### src/rtl/score_keeper.sv
// Level / best-score keeper for the colour-memory game.
// BCD level and max digits, IDLE/PLAY/OVER state and background code.
module score_keeper #(
  parameter int       MAX_LEVEL = 99,
  parameter bit [2:0] BG_IDLE   = 3'b001,
  parameter bit [2:0] BG_PLAY   = 3'b000,
  parameter bit [2:0] BG_OVER   = 3'b100,
  parameter bit [2:0] BG_RECORD = 3'b010
) (
  input  logic       clk,
  input  logic       rst_n,
  input  logic       new_game,
  input  logic       round_won,
  input  logic       game_over,
  output logic [3:0] level_10,
  output logic [3:0] level_01,
  output logic [3:0] max_score_10,
  output logic [3:0] max_score_01,
  output logic [2:0] bg,
  output logic       new_record,
  output logic [1:0] state
);

  typedef enum logic [1:0] {
    S_IDLE = 2'b00,
    S_PLAY = 2'b01,
    S_OVER = 2'b10
  } state_t;

  localparam logic [3:0] MAX_10 = 4'(MAX_LEVEL / 10);
  localparam logic [3:0] MAX_01 = 4'(MAX_LEVEL % 10);

  state_t     state_q;
  logic [3:0] lvl_10_q;
  logic [3:0] lvl_01_q;
  logic [3:0] max_10_q;
  logic [3:0] max_01_q;
  logic [2:0] bg_q;
  logic       rec_q;

  logic at_max;
  logic beats_max;

  assign at_max    = (lvl_10_q == MAX_10) && (lvl_01_q == MAX_01);
  // BCD digit pairs order the same way as the binary concatenation
  assign beats_max = {lvl_10_q, lvl_01_q} > {max_10_q, max_01_q};

  always_ff @(posedge clk) begin
    if (!rst_n) begin
      state_q  <= S_IDLE;
      lvl_10_q <= 4'd0;
      lvl_01_q <= 4'd0;
      max_10_q <= 4'd0;
      max_01_q <= 4'd0;
      bg_q     <= BG_IDLE;
      rec_q    <= 1'b0;
    end else if (new_game) begin
      state_q  <= S_PLAY;
      lvl_10_q <= 4'd0;
      lvl_01_q <= 4'd0;
      bg_q     <= BG_PLAY;
      rec_q    <= 1'b0;
    end else begin
      case (state_q)
        S_IDLE: begin
          bg_q <= BG_IDLE;
        end
        S_PLAY: begin
          if (game_over) begin
            state_q <= S_OVER;
            rec_q   <= beats_max;
            bg_q    <= beats_max ? BG_RECORD : BG_OVER;
            if (beats_max) begin
              max_10_q <= lvl_10_q;
              max_01_q <= lvl_01_q;
            end
          end else if (round_won && !at_max) begin
            if (lvl_01_q == 4'd9) begin
              lvl_01_q <= 4'd0;
              lvl_10_q <= lvl_10_q + 4'd1;
            end else begin
              lvl_01_q <= lvl_01_q + 4'd1;
            end
          end
        end
        S_OVER: begin
          bg_q <= rec_q ? BG_RECORD : BG_OVER;
        end
        default: begin
          state_q <= S_IDLE;
          bg_q    <= BG_IDLE;
          rec_q   <= 1'b0;
        end
      endcase
    end
  end

  assign state        = state_q;
  assign level_10     = lvl_10_q;
  assign level_01     = lvl_01_q;
  assign max_score_10 = max_10_q;
  assign max_score_01 = max_01_q;
  assign bg           = bg_q;
  assign new_record   = rec_q;

endmodule

### config.mk
export PLATFORM = sky130hd
export DESIGN_NAME = score_keeper
export DESIGN_NICKNAME = d
export VERILOG_FILES = /design/src/rtl/score_keeper.sv
export SDC_FILE = /design/constraint.sdc
export NUM_CORES = 1
export LEC_CHECK = 0
export BUFFER_PORTS_ARGS = -buffer_cell sky130_fd_sc_hd__buf_2
export CAP_MARGIN = 20
export CORE_UTILIZATION = 55
export DETAILED_ROUTE_END_ITERATION = 6
export GPL_ROUTABILITY_DRIVEN = 1
export PLACE_DENSITY = 0.85
export SYNTH_ARGS = -nofsm -noshare
export SYNTH_HDL_FRONTEND = slang
export SYNTH_SLANG_ARGS = --single-unit
### constraint.sdc
create_clock -name clk -period 2.9 [get_ports clk]
set_input_delay 0.29 -clock clk [delete_from_list [all_inputs] [get_ports clk]]
set_output_delay 0.29 -clock clk [all_outputs]
set_load 0.02 [all_outputs]
==> metrics.log, run 1 <==
INFO  metric route.final.wire_length = 2812 um
INFO  metric core = 0.002062 mm2
INFO  metric drt-initial-drc-count = 27
INFO  metric cts_max_level = 1
INFO  metric routed_via_density = approximately 5.7
INFO  metric timing.final.hold_violations = 0
INFO  metric ys_types = 35
INFO  metric cts_hold_buffers = 0
INFO  metric worstHoldStart = new_game
INFO  metric drv_cap = 0
INFO  metric setup_tns = 0 ns
INFO  metric numCtsBuffers = 3
INFO  metric layout_min_cycle_time = 2.093 ns
INFO  metric count_of_unresolved_drc_violations_after_routing = 0
INFO  metric gp_weighted_congestion = 0.8329
INFO  metric min_path_type = input pin to flop
INFO  metric sw_frac_of_total = 22.10%
INFO  metric dieWidth = between 40 and 50 um
INFO  metric mostFrequentLayoutCell = sky130_fd_sc_hd__nand2_1
INFO  metric p_int = 0.0004574 W
INFO  metric rr_startpoint = level_01[1]
INFO  metric ys_warn_count = 0
INFO  metric post_synth_instance_area = ~0.0013 mm2
INFO  metric io_buffer_count = 26
INFO  metric ctsRootBufferMaster = sky130_fd_sc_hd__clkbuf_4
INFO  metric io_pins = 27
INFO  metric pwr-share-seq = 52.4%
INFO  metric hpwlAfterDp = 2102 um
INFO  metric insertedDiodeCount = 0
INFO  metric clk_transition_reported_paths = 0.13 ns
INFO  metric worst_pin_slew = 0.5180 ns
INFO  metric critPathLaunchType = flop
INFO  metric layout_common_cells = 27 x sky130_fd_sc_hd__nand2_1, 26 x sky130_fd_sc_hd__buf_2, 22 x sky130_fd_sc_hd__dfxtp_1
INFO  metric wl_per_cell = 14.13 um
INFO  metric cts_repair_resize_count = 0
INFO  metric endpoint_kind = flop
INFO  metric maximum_number_of_pins_on_one_net_before_global_route_repair = 21
INFO  metric power-per-cell-area = 401.8 mW/mm2
INFO  metric worstRegToRegCells = 6
INFO  metric setup.worst_path.class = flop to flop
INFO  metric final_net_count = 191
INFO  metric p_leak = 0.6592 nW
INFO  metric filler_cell_count = 168
INFO  metric report.power.total = 0.0005871 W
INFO  metric flow.area_growth_from_synthesis = 16.33%
INFO  metric period_share = 72.17%
INFO  metric detailedRoute.firstPassIterationCount = 4
INFO  metric groute.usage.overall = 25.27%
INFO  metric cts.repair_timing.setup_buffer_count = 0
INFO  metric netSwitchingPower = about 0.00013 W
INFO  metric die_height = 49.79 um
INFO  metric drive_above_1_share = 19.77%
INFO  metric antenna_nets_post_route = 0
INFO  metric seq_cells_post_synth = 22
INFO  metric holdPathStages = 2
INFO  metric finalClockSkew = 0.008671 ns
INFO  metric setup_viol_count_final = 0
INFO  metric cp_max_fo = 9
INFO  metric design.die.area = approximately 0.0025 mm2
INFO  metric total_count_of_max_transition_violations_in_the_final_report = 0
INFO  metric grt-ovfl-total = 0
INFO  metric mappedNetlistNets = 163
INFO  metric std_cell_rows = 16
INFO  metric run_status = finished, final reports clean
INFO  metric worst_ep_required_time = 3.14 ns
INFO  metric ys_seq_area_share = a little over a third
INFO  metric initial_core_utilization = 60.92%
INFO  metric clock-sinks = 22
INFO  metric post_synth.cell_area_avg = slightly below 9 um2
INFO  metric grt_pass1_vias = 1109
INFO  metric fmaxAchievable = 477.8 MHz
INFO  metric worst_ir_drop_vdd = 339.4 uV
INFO  metric routed-via-count = 1131
INFO  metric clock_insertion_delay_worst_skew = 0.32 ns
INFO  metric comb_power_share = 6.5%
INFO  metric cts_max_path_buffers = 2
INFO  metric synth_cells = between 100 and 150
INFO  metric first_pass_grt_wire_length = 4740 um
INFO  metric worstSetupStartpoint = level_01[1]
INFO  metric power_frac_clock = approximately two fifths
INFO  metric cts_tree = done
INFO  metric max-slew-margin-rel = 65.40%
INFO  metric critical_path_arrival = approximately 2.3 ns
INFO  metric grt_setup_unrepaired = no
INFO  metric antenna_found_initial = 0
[worst max-delay path, cell delays in order, from the launching register on]
cell                       delay, ns
sky130_fd_sc_hd__dfxtp_1        0.54
sky130_fd_sc_hd__ha_1           0.30
sky130_fd_sc_hd__nor2b_1        0.14
sky130_fd_sc_hd__o211ai_1       0.19
sky130_fd_sc_hd__a21boi_2       0.12
sky130_fd_sc_hd__a32oi_4        0.43
sky130_fd_sc_hd__mux2i_1        0.29
[path summary, 6_finish.rpt]
check                    end  slack [ns]
min                    bg[0]        0.23
max          max_score_01[2]        0.81
max reg2reg  max_score_01[2]        0.81
min reg2reg  max_score_10[3]        0.49
[power groups by stage]
stage / clock network (W) / logic, W / registers (W)
global placement: 0 / 0.0000367 / 0.000314
detailed placement: 0 / 0.0000379 / 0.000314
floorplan: 0 / 0.0000219 / 0.000318
finish: 0.000241 / 0.0000383 / 0.000307
global route: 0.000256 / 0.0000424 / 0.000308
CTS: 0.000243 / 0.0000381 / 0.000307
[cells in the mapped netlist]
master / number / area (um2)
sky130_fd_sc_hd__nand2_1: 27 / 101.4
sky130_fd_sc_hd__dfxtp_1: 22 / 440.4
sky130_fd_sc_hd__ha_1: 13 / 162.7
sky130_fd_sc_hd__nor2_1: 12 / 45.04
sky130_fd_sc_hd__inv_1: 11 / 41.29
sky130_fd_sc_hd__a21oi_1: 9 / 45.04
sky130_fd_sc_hd__mux2i_1: 9 / 90.09
sky130_fd_sc_hd__nor2b_1: 4 / 25.02
sky130_fd_sc_hd__clkbuf_1: 3 / 11.26
sky130_fd_sc_hd__xor2_1: 3 / 26.28
sky130_fd_sc_hd__nand2b_1: 2 / 12.51
sky130_fd_sc_hd__nand3_1: 2 / 10.01
sky130_fd_sc_hd__nor3_1: 2 / 10.01
sky130_fd_sc_hd__o211ai_1: 2 / 15.01
sky130_fd_sc_hd__o21ai_0: 2 / 10.01
sky130_fd_sc_hd__o311ai_0: 2 / 17.52
sky130_fd_sc_hd__or3_1: 2 / 12.51
sky130_fd_sc_hd__a211oi_1: 1 / 7.510
sky130_fd_sc_hd__a21boi_2: 1 / 11.26
sky130_fd_sc_hd__a221oi_1: 1 / 8.760
sky130_fd_sc_hd__a22oi_1: 1 / 7.510
sky130_fd_sc_hd__a32oi_4: 1 / 27.53
sky130_fd_sc_hd__and3_1: 1 / 6.260
sky130_fd_sc_hd__and4_1: 1 / 8.760
sky130_fd_sc_hd__and4b_4: 1 / 13.76
sky130_fd_sc_hd__nand4_1: 1 / 6.260
sky130_fd_sc_hd__nand4b_1: 1 / 8.760
sky130_fd_sc_hd__nor3b_1: 1 / 7.510
sky130_fd_sc_hd__nor4_1: 1 / 6.260
sky130_fd_sc_hd__nor4_4: 1 / 21.27
sky130_fd_sc_hd__o211a_1: 1 / 10.01
sky130_fd_sc_hd__o21ai_1: 1 / 5.000
sky130_fd_sc_hd__o31ai_1: 1 / 7.510
sky130_fd_sc_hd__or2b_1: 1 / 7.510
sky130_fd_sc_hd__xnor2_1: 1 / 8.760
[routing by layer]
metal	vias up	GRT usage [%]	part of all wire, %	routed length (um)
met4	0	14.29	2.3	65
li1	556	-	-	-
met3	8	4.938	3.1	88
met5	-	0	0	0
met2	27	46.85	51	1434
met1	540	26.00	43	1223
[layout make-up]
type / instances / area (um2) / area share (%)
inverter: 11 / 41.29 / 2.825
multi-input combinational: 109 / 763.2 / 52.23
sequential: 22 / 440.4 / 30.14
timing repair buffer: 26 / 130.1 / 8.904
clock inverter: 1 / 30.03 / 2.055
tap: 27 / 33.78 / 2.312
clock buffer: 3 / 22.52 / 1.541
[registers in the layout (all words and copies together) (netlist names)]
register and flops:
bg 3, max_score_10 4, new_record 1, level_10 4, max_score_01 4, level_01 4, state 2
[cells by family (layout without fill, tap and decap cells)]
family                     count (synthesis)  after routing  share of synthesized area, %
muxes                                      9              9                         7.172
buffers and inverters                     14             41                         4.183
adders and majority gates                 13             13                         12.95
DFF                                       22             22                         35.06
xor gates and xnor gates                   4              4                         2.789
AOI/OAI and AO/OA                         23             23                         13.75
and+or+nand+nor                           60             60                         24.10
[through the flow]
stage / utilization, % / hold WS, ns / area, um2 / worst slack [ns] / cells
6_report: 70.87 / 0.2271 / 1461 / 0.8071 / 199
3_3_place_gp: 68.33 / 0.4583 / 1409 / 1.033 / 195
2_1_floorplan: - / 0.4011 / 1256 / 0.9766 / 145
3_5_place_dp: 68.33 / 0.4726 / 1409 / 0.9164 / 195
5_1_grt: 70.87 / 0.2220 / 1461 / 0.6809 / 199
4_1_cts: 70.87 / 0.2258 / 1461 / 0.8541 / 199
Note: power is estimated with default switching activity, not from simulation.
==> run 2, diff against run 1 <==
--- a/config.mk
+++ b/config.mk
@@ -5,12 +5,13 @@
 export SDC_FILE = /design/constraint.sdc
 export NUM_CORES = 1
 export LEC_CHECK = 0
+export ABC_AREA = 1
 export BUFFER_PORTS_ARGS = -buffer_cell sky130_fd_sc_hd__buf_2
 export CAP_MARGIN = 20
-export CORE_UTILIZATION = 55
+export CORE_UTILIZATION = 53
 export DETAILED_ROUTE_END_ITERATION = 6
 export GPL_ROUTABILITY_DRIVEN = 1
-export PLACE_DENSITY = 0.85
+export PLACE_DENSITY = 0.83
 export SYNTH_ARGS = -nofsm -noshare
 export SYNTH_HDL_FRONTEND = slang
 export SYNTH_SLANG_ARGS = --single-unit
==> constraint.sdc (replaced) <==
create_clock -name clk -period 2.1 [get_ports clk]
set_input_delay 0.21 -clock clk [delete_from_list [all_inputs] [get_ports clk]]
set_output_delay 0.21 -clock clk [all_outputs]
set_load 0.02 [all_outputs]
==> metrics.log, run 2 <==
INFO  metric run_status = finished, final reports clean (unchanged)
INFO  metric preCtsSetupSlack = 0.2849 ns (was 0.9164 ns)
INFO  metric whs = 0.1253 ns (was 0.2271 ns)
INFO  metric layout_min_cycle_time = 1.886 ns (was 2.093 ns)
INFO  metric ys_warn_count = 0 (unchanged)
INFO  metric setup.worst_path.class = flop to flop (unchanged)
INFO  metric ys_seq_area_share = 35.45% (was 35.06%)
INFO  metric worst_ep_required_time = 2.32 ns (was 3.14 ns)
INFO  metric yosys-top-cells-area = sky130_fd_sc_hd__dfxtp_1 35%, sky130_fd_sc_hd__nand2_1 14%, sky130_fd_sc_hd__ha_1 13% (was sky130_fd_sc_hd__dfxtp_1 35%, sky130_fd_sc_hd__ha_1 13%, sky130_fd_sc_hd__nand2_1 8.1%)
INFO  metric drive_above_1_share = 22.22% (was 19.77%)
INFO  metric cts_tree = done (unchanged)
INFO  metric min_path_type = input pin to flop (unchanged)
INFO  metric wl_per_cell = 11.41 um (was 14.13 um)
INFO  metric period_share = 89.83% (was 72.17%)
INFO  metric first_pass_grt_wire_length = 4526 um (was 4740 um)
INFO  metric cp_max_fo = 16 (was 9)
INFO  metric p_leak = 0.7961 nW (was 0.6592 nW)
INFO  metric synth_cells = 175 (was 145)
INFO  metric rr_startpoint = level_01[0] (was level_01[1])
INFO  metric worst_setup_path_endpoint = max_score_10[3] (was max_score_01[2])
INFO  metric cts_hold_buffers = 0 (unchanged)
INFO  metric count_of_unresolved_drc_violations_after_routing = 0 (unchanged)
INFO  metric std_cell_rows = 17 (was 16)
INFO  metric clock-sinks = 22 (unchanged)
INFO  metric cts_max_level = 1 (unchanged)
INFO  metric grt-ovfl-total = 0 (unchanged)
INFO  metric finalClockSkew = 0.01898 ns (was 0.008671 ns)
INFO  metric hpwlAfterDp = 2169 um (was 2102 um)
INFO  metric groute.usage.overall = 23.42% (was 25.27%)
INFO  metric fin_ws = 0.2135 ns (was 0.8071 ns)
INFO  metric detailedRoute.firstPassIterationCount = 5 (was 4)
INFO  metric grt_setup_unrepaired = no (unchanged)
INFO  metric fmaxAchievable = 530.1 MHz (was 477.8 MHz)
INFO  metric setup_tns = 0 ns (unchanged)
INFO  metric core = 0.002212 mm2 (was 0.002062 mm2)
INFO  metric worst_r2r_setup_slack = 0.21 ns (was 0.81 ns)
INFO  metric worstHoldStart = new_game (unchanged)
INFO  metric routed_via_density = 5.170 (was 5.683)
INFO  metric io_buffer_count = 26 (unchanged)
INFO  metric routed-via-count = 1215 (was 1131)
INFO  metric synth_commonest_cells = 46 x sky130_fd_sc_hd__nand2_1, 25 x sky130_fd_sc_hd__nor2_1, 24 x sky130_fd_sc_hd__inv_1 (was 27 x sky130_fd_sc_hd__nand2_1, 22 x sky130_fd_sc_hd__dfxtp_1, 13 x sky130_fd_sc_hd__ha_1)
INFO  metric post_synth_instance_area = 0.001242 mm2 (was 0.001256 mm2)
INFO  metric drt-initial-drc-count = 27 (unchanged)
INFO  metric postSynth.asyncResetShare = 0% (unchanged)
INFO  metric maximum_number_of_pins_on_one_net_before_global_route_repair = 17 (was 21)
INFO  metric setup_viol_count_final = 0 (unchanged)
INFO  metric mappedNetlistNets = 193 (was 163)
INFO  metric final_net_count = 226 (was 191)
INFO  metric die_height = 50.42 um (was 49.79 um)
INFO  metric max-slew-margin-rel = 70.76% (was 65.40%)
INFO  metric seq_cells_post_synth = 22 (unchanged)
INFO  metric post-synth-top-count-cell = sky130_fd_sc_hd__nand2_1 (unchanged)
INFO  metric endpoint_kind = flop (unchanged)
INFO  metric synth.largest_area_cell = sky130_fd_sc_hd__dfxtp_1 (unchanged)
INFO  metric ys_types = 24 (was 35)
INFO  metric gp_weighted_congestion = 0.9349 (was 0.8329)
INFO  metric insertedDiodeCount = 0 (unchanged)
INFO  metric critPathLaunchType = flop (unchanged)
INFO  metric cts_repair_resize_count = 0 (unchanged)
INFO  metric postSynth.topFlopCell = sky130_fd_sc_hd__dfxtp_1 (unchanged)
INFO  metric timing.final.hold_violations = 0 (unchanged)
INFO  metric initial_core_utilization = 56.17% (was 60.92%)
INFO  metric cts_max_path_buffers = 2 (unchanged)
INFO  metric route.final.wire_length = 2682 um (was 2812 um)
INFO  metric power-per-cell-area = 568.7 mW/mm2 (was 401.8 mW/mm2)
INFO  metric mostFrequentLayoutCell = sky130_fd_sc_hd__nand2_1 (unchanged)
INFO  metric worst_pin_slew = 0.4352 ns (was 0.5180 ns)
INFO  metric design.die.area = 0.002542 mm2 (was 0.002479 mm2)
INFO  metric post_synth.cell_area_avg = 7.100 um2 (was 8.663 um2)
INFO  metric clock_insertion_delay_worst_skew = 0.31 ns (was 0.32 ns)
INFO  metric io_pins = 27 (unchanged)
INFO  metric worstRegToRegCells = 12 (was 6)
INFO  metric grt_pass1_vias = 1094 (was 1109)
INFO  metric yosys.area.top_type_share = 35.45% (was 35.06%)
INFO  metric total_count_of_max_transition_violations_in_the_final_report = 0 (unchanged)
INFO  metric critical_path_arrival = 2.11 ns (was 2.33 ns)
INFO  metric antenna_found_initial = 0 (unchanged)
INFO  metric cts.repair_timing.setup_buffer_count = 0 (unchanged)
INFO  metric numCtsBuffers = 3 (unchanged)
INFO  metric worst_ir_drop_vdd = 478.4 uV (was 339.4 uV)
INFO  metric antenna_nets_post_route = 0 (unchanged)
INFO  metric finalCoreUtilization = 66.63% (was 70.87%)
INFO  metric critical_path.reg2reg.endpoint = max_score_10[3] (was max_score_01[2])
INFO  metric worstSetupStartpoint = level_01[0] (was level_01[1])
INFO  metric dieWidth = 50.42 um (was 49.79 um)
INFO  metric clk_transition_reported_paths = 0.14 ns (was 0.13 ns)
INFO  metric layout_common_cells = 46 x sky130_fd_sc_hd__nand2_1, 26 x sky130_fd_sc_hd__buf_2, 25 x sky130_fd_sc_hd__nor2_1 (was 27 x sky130_fd_sc_hd__nand2_1, 26 x sky130_fd_sc_hd__buf_2, 22 x sky130_fd_sc_hd__dfxtp_1)
INFO  metric flow.area_growth_from_synthesis = 18.63% (was 16.33%)
INFO  metric ctsRootBufferMaster = sky130_fd_sc_hd__clkbuf_4 (unchanged)
INFO  metric synth_edf_count = 0 (unchanged)
INFO  metric drv_cap = 0 (unchanged)
-- run 2: kinds of logic after synthesis --
logic type / synth area share [%]
buffers and inverters: 9.768
adder cells (fa/ha/maj): 13.09
XOR/XNOR: 0.7051
AO/OA/AOI/OAI: 9.165
flip-flops: 35.45
AND/OR/NAND/NOR: 31.82
-- run 2: power breakdown --
part	total, W	switching [W]	leakage (nW)	internal, W
clock network	0.000327	0.000134	0.0279	0.000193
logic	0.0000814	0.0000557	0.590	0.0000257
registers	0.000430	0.00000521	0.178	0.000425
total	0.000838	0.000195	0.796	0.000643
-- run 2: area by class of cell --
class | instances | area [um2]
Fill cell | 210 | 738.2
Multi-Input combinational cell | 123 | 680.7
Sequential cell | 22 | 440.4
Timing Repair Buffer | 30 | 160.2
Inverter | 28 | 105.1
Tap cell | 28 | 35.03
Clock inverter | 1 | 30.03
Clock buffer | 3 | 22.52
-- run 2: how the worst min path moves through the flow --
stage | endpoint | cells past startpoint
2_1_floorplan | bg[0] | 1
3_3_place_gp | bg[1] | 2
3_5_place_dp | bg[1] | 2
4_1_cts | bg[0] | 2
5_1_grt | bg[0] | 2
6_report | bg[0] | 2
-- run 2: worst max-delay path, cell delays in order (launching register included) --
cell	delay, ns
sky130_fd_sc_hd__dfxtp_1	0.44
sky130_fd_sc_hd__inv_1	0.11
sky130_fd_sc_hd__ha_1	0.20
sky130_fd_sc_hd__inv_1	0.05
sky130_fd_sc_hd__nand2_1	0.05
sky130_fd_sc_hd__nand2_1	0.06
sky130_fd_sc_hd__nand2_1	0.04
sky130_fd_sc_hd__nand2_1	0.05
sky130_fd_sc_hd__nand2_1	0.04
sky130_fd_sc_hd__nand2_1	0.10
sky130_fd_sc_hd__nand4_2	0.33
sky130_fd_sc_hd__nor2_1	0.24
sky130_fd_sc_hd__nor2_1	0.08
-- run 2: per-layer routing --
| layer | routed length (um) | track usage (%) | up-vias | share of wire, % |
|---|---|---|---|---|
| met5 | 0 | 0 | - | 0 |
| met4 | 85 | 12.96 | 0 | 3.2 |
| met3 | 106 | 2.727 | 12 | 4.0 |
| met2 | 1334 | 39.11 | 37 | 50 |
| met1 | 1155 | 29.11 | 553 | 43 |
| li1 | - | - | 613 | - |
-- run 2: metrics by stage --
stage | cell area (um2) | instances | power, W
5_1_grt | 1474 | 235 | 0.0008703
6_report | 1474 | 235 | 0.0008382
4_1_cts | 1474 | 235 | 0.0008457
3_5_place_dp | 1421 | 231 | 0.0005206
2_1_floorplan | 1242 | 175 | 0.0004966
3_3_place_gp | 1421 | 231 | 0.0005172
